<file path="config.mk">
export PLATFORM = sky130hd
export DESIGN_NAME = operand_mux_pipe_flat
export DESIGN_NICKNAME = d
export VERILOG_FILES = /design/src/rtl/operand_mux_pipe_pkg.sv /design/src/rtl/operand_mux_pipe_if.sv /design/src/rtl/operand_mux_pipe_skid_buffer.sv /design/src/rtl/operand_mux_pipe.sv /design/src/flat_wrapper.sv
export SDC_FILE = /design/constraint.sdc
export NUM_CORES = 1
export LEC_CHECK = 0
export ABC_AREA = 1
export CELL_PAD_IN_SITES_DETAIL_PLACEMENT = 0
export CELL_PAD_IN_SITES_GLOBAL_PLACEMENT = 1
export CORE_MARGIN = 2
export CORE_UTILIZATION = 27
export CTS_CLUSTER_SIZE = 12
export DETAILED_ROUTE_END_ITERATION = 10
export HOLD_SLACK_MARGIN = 0.05
export MAX_ROUTING_LAYER = met4
export PLACE_DENSITY = 0.83
export RECOVER_POWER = 25
export SLEW_MARGIN = 10
export SYNTH_ARGS = -nofsm -noshare
export SYNTH_HDL_FRONTEND = slang
export SYNTH_SLANG_ARGS = --single-unit
export TNS_END_PERCENT = 100
</file>
<file path="constraint.sdc">
create_clock -name clk -period 1.6 [get_ports clk]
set_clock_uncertainty 0.15 [all_clocks]
set_input_delay 0.24 -clock clk [delete_from_list [all_inputs] [get_ports clk]]
set_output_delay 0.24 -clock clk [all_outputs]
set_load 0.02 [all_outputs]
</file>
<file path="src/rtl/operand_mux_pipe_pkg.sv">
// Shared definitions for the operand selector pipeline: default operand width,
// the occupancy states of the output skid buffer, and the flat-bus slice helper.
`ifndef OPERAND_MUX_PIPE_PKG_SV
`define OPERAND_MUX_PIPE_PKG_SV

// Slice source k (each w bits wide) out of a flattened operand bus.
`define OP_SLICE(bus, k, w) bus[(k)*(w) +: (w)]

package operand_mux_pipe_pkg;

  // Default operand width for the register-file to ALU path.
  localparam int unsigned OPERAND_W = 16;

  // Occupancy of the main register plus skid entry.
  typedef enum logic [1:0] {
    ST_EMPTY = 2'd0,  // nothing buffered
    ST_ONE   = 2'd1,  // main register valid
    ST_FULL  = 2'd2   // main and skid both valid
  } skid_state_e;

endpackage

`endif

</file>
<file path="src/rtl/operand_mux_pipe_if.sv">
// Request/response bundle between the register-file read side and the ALU
// operand latch. The slave modport is the selector pipeline itself.
interface operand_mux_pipe_if
  import operand_mux_pipe_pkg::*;
#(
  parameter int unsigned WIDTH  = OPERAND_W,
  parameter int unsigned NUM_IN = 8
);
  localparam int unsigned SEL_W = $clog2(NUM_IN);

  logic [NUM_IN*WIDTH-1:0] in_data;
  logic [SEL_W-1:0]        in_sel;
  logic                    in_valid;
  logic                    in_ready;
  logic [WIDTH-1:0]        out_data;
  logic [SEL_W-1:0]        out_sel;
  logic                    out_valid;
  logic                    out_ready;
  logic                    err;
  logic                    err_clr;

  modport slave (
    input  in_data, in_sel, in_valid, out_ready, err_clr,
    output in_ready, out_data, out_sel, out_valid, err
  );

  modport master (
    output in_data, in_sel, in_valid, out_ready, err_clr,
    input  in_ready, out_data, out_sel, out_valid, err
  );
endinterface

</file>
<file path="src/rtl/operand_mux_pipe_skid_buffer.sv">
// Two-entry registered pipeline stage (main register + skid entry) with a
// valid/ready handshake on both sides. The upstream ready is a flop, so there
// is no combinational path from downstream ready back to upstream ready.
// Generic payload width so it can be reused elsewhere in the datapath.
module skid_buffer
  import operand_mux_pipe_pkg::*;
#(
  parameter int unsigned W = 8
)(
  input  logic         clk,
  input  logic         rst_n,
  input  logic [W-1:0] i_up_data,
  input  logic         i_up_valid,
  output logic         o_up_ready,
  output logic [W-1:0] o_dn_data,
  output logic         o_dn_valid,
  input  logic         i_dn_ready
);

  skid_state_e  r_state;
  logic [W-1:0] r_main;
  logic [W-1:0] r_skid;
  logic         r_main_valid;
  logic         r_up_ready;
  logic         w_accept;
  logic         w_emit;

  assign w_accept = i_up_valid & r_up_ready;
  assign w_emit   = r_main_valid & i_dn_ready;

  assign o_up_ready = r_up_ready;
  assign o_dn_data  = r_main;
  assign o_dn_valid = r_main_valid;

  // Occupancy FSM; the handshake flags are registered alongside the state.
  always_ff @(posedge clk or negedge rst_n) begin
    if (!rst_n) begin
      r_state      <= ST_EMPTY;
      r_main       <= '0;
      r_skid       <= '0;
      r_main_valid <= 1'b0;
      r_up_ready   <= 1'b1;
    end else begin
      case (r_state)
        ST_EMPTY: begin
          if (w_accept) begin
            r_main       <= i_up_data;
            r_main_valid <= 1'b1;
            r_state      <= ST_ONE;
          end
        end
        ST_ONE: begin
          if (w_accept && w_emit) begin
            // Pass-through: replace the departing word, no bubble.
            r_main <= i_up_data;
          end else if (w_accept) begin
            // Main is stalled: park the new word in the skid entry.
            r_skid     <= i_up_data;
            r_up_ready <= 1'b0;
            r_state    <= ST_FULL;
          end else if (w_emit) begin
            r_main_valid <= 1'b0;
            r_state      <= ST_EMPTY;
          end
        end
        ST_FULL: begin
          // Upstream is held off here, so only a drain can happen.
          if (w_emit) begin
            r_main     <= r_skid;
            r_up_ready <= 1'b1;
            r_state    <= ST_ONE;
          end
        end
        default: begin
          r_state      <= ST_EMPTY;
          r_main_valid <= 1'b0;
          r_up_ready   <= 1'b1;
        end
      endcase
    end
  end

endmodule

</file>
<file path="src/rtl/operand_mux_pipe.sv">
// N-way operand selector feeding a registered, flow-controlled output stage.
// The source mux and range check are combinational in front of the skid
// buffer; out-of-range selects produce a zero operand and set a sticky error.
module operand_mux_pipe
  import operand_mux_pipe_pkg::*;
#(
  parameter int unsigned WIDTH  = OPERAND_W,
  parameter int unsigned NUM_IN = 8
)(
  input logic               clk,
  input logic               rst_n,
  operand_mux_pipe_if.slave bus
);

  localparam int unsigned SEL_W = $clog2(NUM_IN);
  // The mux is padded to the full select range so any index is decodable;
  // padded slots read as zero and are marked out of range.
  localparam int unsigned SEL_N = 2 ** SEL_W;

  logic [WIDTH-1:0]       w_src [SEL_N];
  logic [SEL_N-1:0]       w_in_range;
  logic [WIDTH+SEL_W-1:0] w_up_payload;
  logic [WIDTH+SEL_W-1:0] w_dn_payload;
  logic                   w_in_ready;
  logic                   w_accept;
  logic                   w_bad_accept;
  logic                   r_err;

  generate
    for (genvar k = 0; k < SEL_N; k++) begin : g_src
      if (k < NUM_IN) begin : g_live
        assign w_src[k]      = `OP_SLICE(bus.in_data, k, WIDTH);
        assign w_in_range[k] = 1'b1;
      end else begin : g_pad
        assign w_src[k]      = '0;
        assign w_in_range[k] = 1'b0;
      end
    end
  endgenerate

  // Payload carries the operand together with the index that produced it.
  assign w_up_payload = {w_src[bus.in_sel], bus.in_sel};

  skid_buffer #(
    .W (WIDTH + SEL_W)
  ) u_skid (
    .clk        (clk),
    .rst_n      (rst_n),
    .i_up_data  (w_up_payload),
    .i_up_valid (bus.in_valid),
    .o_up_ready (w_in_ready),
    .o_dn_data  (w_dn_payload),
    .o_dn_valid (bus.out_valid),
    .i_dn_ready (bus.out_ready)
  );

  assign bus.in_ready = w_in_ready;
  assign bus.out_data = w_dn_payload[SEL_W +: WIDTH];
  assign bus.out_sel  = w_dn_payload[SEL_W-1:0];

  assign w_accept     = bus.in_valid & w_in_ready;
  assign w_bad_accept = w_accept & ~w_in_range[bus.in_sel];

  // Sticky range error; a new bad accept beats a simultaneous clear.
  always_ff @(posedge clk or negedge rst_n) begin
    if (!rst_n) begin
      r_err <= 1'b0;
    end else if (w_bad_accept) begin
      r_err <= 1'b1;
    end else if (bus.err_clr) begin
      r_err <= 1'b0;
    end else begin
      r_err <= r_err;
    end
  end

  assign bus.err = r_err;

endmodule

</file>
<file path="src/flat_wrapper.sv">
// flat-port wrapper written by rule: the top's interface ports become plain ports
module operand_mux_pipe_flat import operand_mux_pipe_pkg::*;
#(
  parameter int unsigned WIDTH  = OPERAND_W,
  parameter int unsigned NUM_IN = 8
)
  (clk, rst_n, bus_in_data, bus_in_sel, bus_in_valid, bus_out_ready, bus_err_clr, bus_in_ready, bus_out_data, bus_out_sel, bus_out_valid, bus_err);
  operand_mux_pipe_if #(.WIDTH(WIDTH), .NUM_IN(NUM_IN)) bus_i ();
  input logic clk;
  input logic rst_n;
  input wire logic [$bits(bus_i.in_data)-1:0] bus_in_data;
  input wire logic [$bits(bus_i.in_sel)-1:0] bus_in_sel;
  input wire logic [$bits(bus_i.in_valid)-1:0] bus_in_valid;
  input wire logic [$bits(bus_i.out_ready)-1:0] bus_out_ready;
  input wire logic [$bits(bus_i.err_clr)-1:0] bus_err_clr;
  output wire logic [$bits(bus_i.in_ready)-1:0] bus_in_ready;
  output wire logic [$bits(bus_i.out_data)-1:0] bus_out_data;
  output wire logic [$bits(bus_i.out_sel)-1:0] bus_out_sel;
  output wire logic [$bits(bus_i.out_valid)-1:0] bus_out_valid;
  output wire logic [$bits(bus_i.err)-1:0] bus_err;
  assign bus_i.in_data = bus_in_data;
  assign bus_i.in_sel = bus_in_sel;
  assign bus_i.in_valid = bus_in_valid;
  assign bus_i.out_ready = bus_out_ready;
  assign bus_i.err_clr = bus_err_clr;
  assign bus_in_ready = bus_i.in_ready;
  assign bus_out_data = bus_i.out_data;
  assign bus_out_sel = bus_i.out_sel;
  assign bus_out_valid = bus_i.out_valid;
  assign bus_err = bus_i.err;
  operand_mux_pipe #(.WIDTH(WIDTH), .NUM_IN(NUM_IN)) u_core (.clk(clk), .rst_n(rst_n), .bus(bus_i));
endmodule
</file>
==> flow_summary_export.csv <==
group,metric,value,unit
sta,period_minus_slack,1530,ps
hold_path,hold_depth,2,
cts,cts_root_buf,"clkbuf_16",
sta,tightest_slew,590,ps
place,gp_congestion,0.874,
power_and_ir_drop,irDropWorstVdd,355,uV
floorplan,ios,158,
outcome,status,"complete, no violations",
cts,clk_pin_slew,60,ps
drt,drc,0,
sta,period_share,95.6,%
yosys,syn_nets,775,
cts,clock_latency,280,ps
global_route,grtUsageTotal,17.1,%
yosys,synth_cell_types,20,
setup_path,end_kind,"flip-flop",
global_route,antenna_found_initial,0,
drt,firstDrtPassIters,5,
place,post-place-ws,-224,ps
drt,dr.first_iter.drc_count,240,
sta,layout_setup_ws,69.9,ps
cts,clock_path_buffers,2,
layout,final_net_count,929,
sta,rsz0062_at_grt,"true",
cts,cts_num_sinks,42,
sta,fmax,0.654,GHz
floorplan,row_count,41,
layout,seqCellArea,0.00105,mm2
floorplan,dieArea,0.0140,mm2
sta,setup_viol,0,
cts,cts_tree,"done",
power_and_ir_drop,power_leakage,3.15,nW
drt,detail-route-antenna-nets,0,
sta,hold_slack,326,ps
hold_path,hp-class,"flip-flop to flip-flop",
floorplan,fp.dieW,118,um
drt,via_per_inst,4.37,
yosys,yosysWarnings,0,
sta,hold_viol,0,
hold_path,hold_start,"u_core.u_skid.o_dn_data[12]",
drt,vias,4217,
setup_path,crit_type,"input pin to flip-flop",
layout,design_area,0.00559,mm2
sta,slew_headroom,60.7,%
cts,numCtsBuffers,5,
global_route,grt_pass1_vias,4176,
setup_path,r2r_start,"u_core.u_skid.o_up_ready",
setup_path,crit_arrival,1550,ps
sta,slew_violations,0,
sta,setup_tns,0,ps
global_route,grt_max_degree,43,
yosys,yosysSeqAreaShare,29.9,%
layout,synthToLayoutAreaGrowth,58.7,%
hold_path,whs_endpoint,"u_core.u_skid.o_dn_data[12]",
floorplan,initial_core_util,27.8,%
flow_run,drv_cap,0,
setup_path,worst_ep_required_time,1620,ps
setup_path,r2r_setup_slack,80,ps
global_route,overflow,0,
place,hpwl,9340,um
drt,wl_per_cell,12.3,um
yosys,synthesis.area,0.00352,mm2
drt,finalWirelength,11900,um
yosys,synth_seq_cells,42,
setup_path,critPathMaxFanout,33,
layout,final_layout_size_suffix_gt1_share,5.92,%
floorplan,coreArea,0.0127,mm2
global_route,grt_pass1_wl,19100,um
layout,antenna_cells,0,
layout,multiInputGateArea,0.00179,mm2
place,placed_area,0.00543,mm2
power_and_ir_drop,power_density,515,mW/mm2
setup_path,r2r_end,"u_core.u_skid.o_dn_data[5]",
setup_path,ff2ff_path_depth,7,
yosys,netlist_instances,639,
yosys,postSynthAreaPerCell,5.51,um2
layout,fill_cells,1354,
place,io_buffers,155,
floorplan,die_h,118,um
cts,htreeDepth,2,
setup_path,worst_setup_path_start_kind,"input pin",
## cells in the mapped netlist, drive strengths merged
library cell | count | share of area (%)
a21oi | 3 | 0.43
o22ai | 1 | 0.57
nand2 | 267 | 29
inv | 136 | 14
dfrtp | 41 | 29
nand3 | 93 | 13
conb | 1 | 0.11
clkinv | 2 | 0.21
nor3 | 2 | 0.28
dfstp | 1 | 0.75
clkbuf | 6 | 0.64
o21ai | 20 | 2.8
nor2 | 38 | 4.0
buf | 28 | 4.5
## registers in the layout, summed over array words and instances, names as in the netlist
signal                    count
u_core.u_skid.r_state         2
u_core.u_skid.o_dn_valid      1
u_core.u_skid.o_dn_data      19
u_core.u_skid.r_skid         19
u_core.u_skid.o_up_ready      1
## where the power goes
group          switching, mW  internal [mW]  total, mW
Combinational          0.352          0.458      0.811
Sequential                 0           1.06       1.06
Clock                  0.389          0.618       1.01
Total                  0.741           2.14       2.88
## critical path: stages
cell and delay [ps]:
clkdlybuf4s50_1 490, clkinv_1 100, buf_12 180, nand3_1 90
nand3_1 120, nand2_1 140, nand2_1 60, nand2_1 70
nand2_1 40
## timing repair
action	CTS	global route
endpoints found under the hold margin	42	0
hold buffers	1	0
pin swaps	0	1
buffers inserted	0	0
setup endpoints to repair	21	35
gates resized for setup	21	9
gates cloned	0	1
## worst max-delay path by stage
stage / start / endpoint / depth (start not counted)
floorplan: u_core.u_skid.o_up_ready / u_core.u_skid.o_dn_data[17] / 7
global placement: bus_in_sel[1] / u_core.u_skid.o_dn_data[11] / 9
detailed placement: bus_out_ready / u_core.u_skid.r_skid[6] / 7
CTS: u_core.u_skid.o_dn_valid / u_core.u_skid.r_skid[6] / 6
global route: u_core.u_skid.o_up_ready / u_core.u_skid.o_dn_data[17] / 7
finish: bus_in_sel[1] / u_core.u_skid.o_dn_data[12] / 9
## layout by cell type, fill, tap and decap left out
master,instances
nor2_1,36
inv_4,1
dfstp_2,1
nand3_1,93
nor2_4,1
nor2_2,1
buf_4,12
clkbuf_8,1
dlygate4sd3_1,1
inv_1,132
dfrtp_1,41
nor3_1,2
nand2_2,4
o21ai_0,19
buf_2,2
clkinv_2,1
conb_1,1
nand2_4,1
clkbuf_1,1
clkbuf_4,1
o22ai_4,1
clkinv_1,2
dlygate4sd2_1,21
o21ai_1,1
buf_12,11
clkbuf_16,6
nand2_1,262
inv_2,3
a21oi_1,3
clkdlybuf4s50_1,132
## cell families after synthesis
| group | synth area share [%] |
|---|---|
| buf+inv | 19.9 |
| other cells | 0.106 |
| flops | 29.9 |
| compound gates | 3.84 |
| simple gates | 46.3 |
## per-stage QoR
step,util [%],instances,total power [mW]
floorplan,-,639,1.41
global placement,42.8,956,1.90
CTS,43.9,965,2.92
finish,44.1,966,2.88
detailed placement,42.8,956,1.90
global route,44.1,966,3.06
## layer usage
layer | share of wire, % | GRT usage, %
met1 | 44 | 20.9
met2 | 50 | 29.7
met4 | 1.6 | 4.67
met5 | 0 | -
met3 | 4.8 | 1.98
## cell type report
class | count | share of cell area (%)
clock buffer | 7 | 2.55
inverter | 138 | 9.31
sequential | 42 | 18.8
tap | 172 | 3.85
timing repair buffer | 181 | 33.4
clock inverter | 1 | 0.0895
multi-input combinational | 425 | 32.0
No activity file was read; power rests on OpenSTA's default activity.
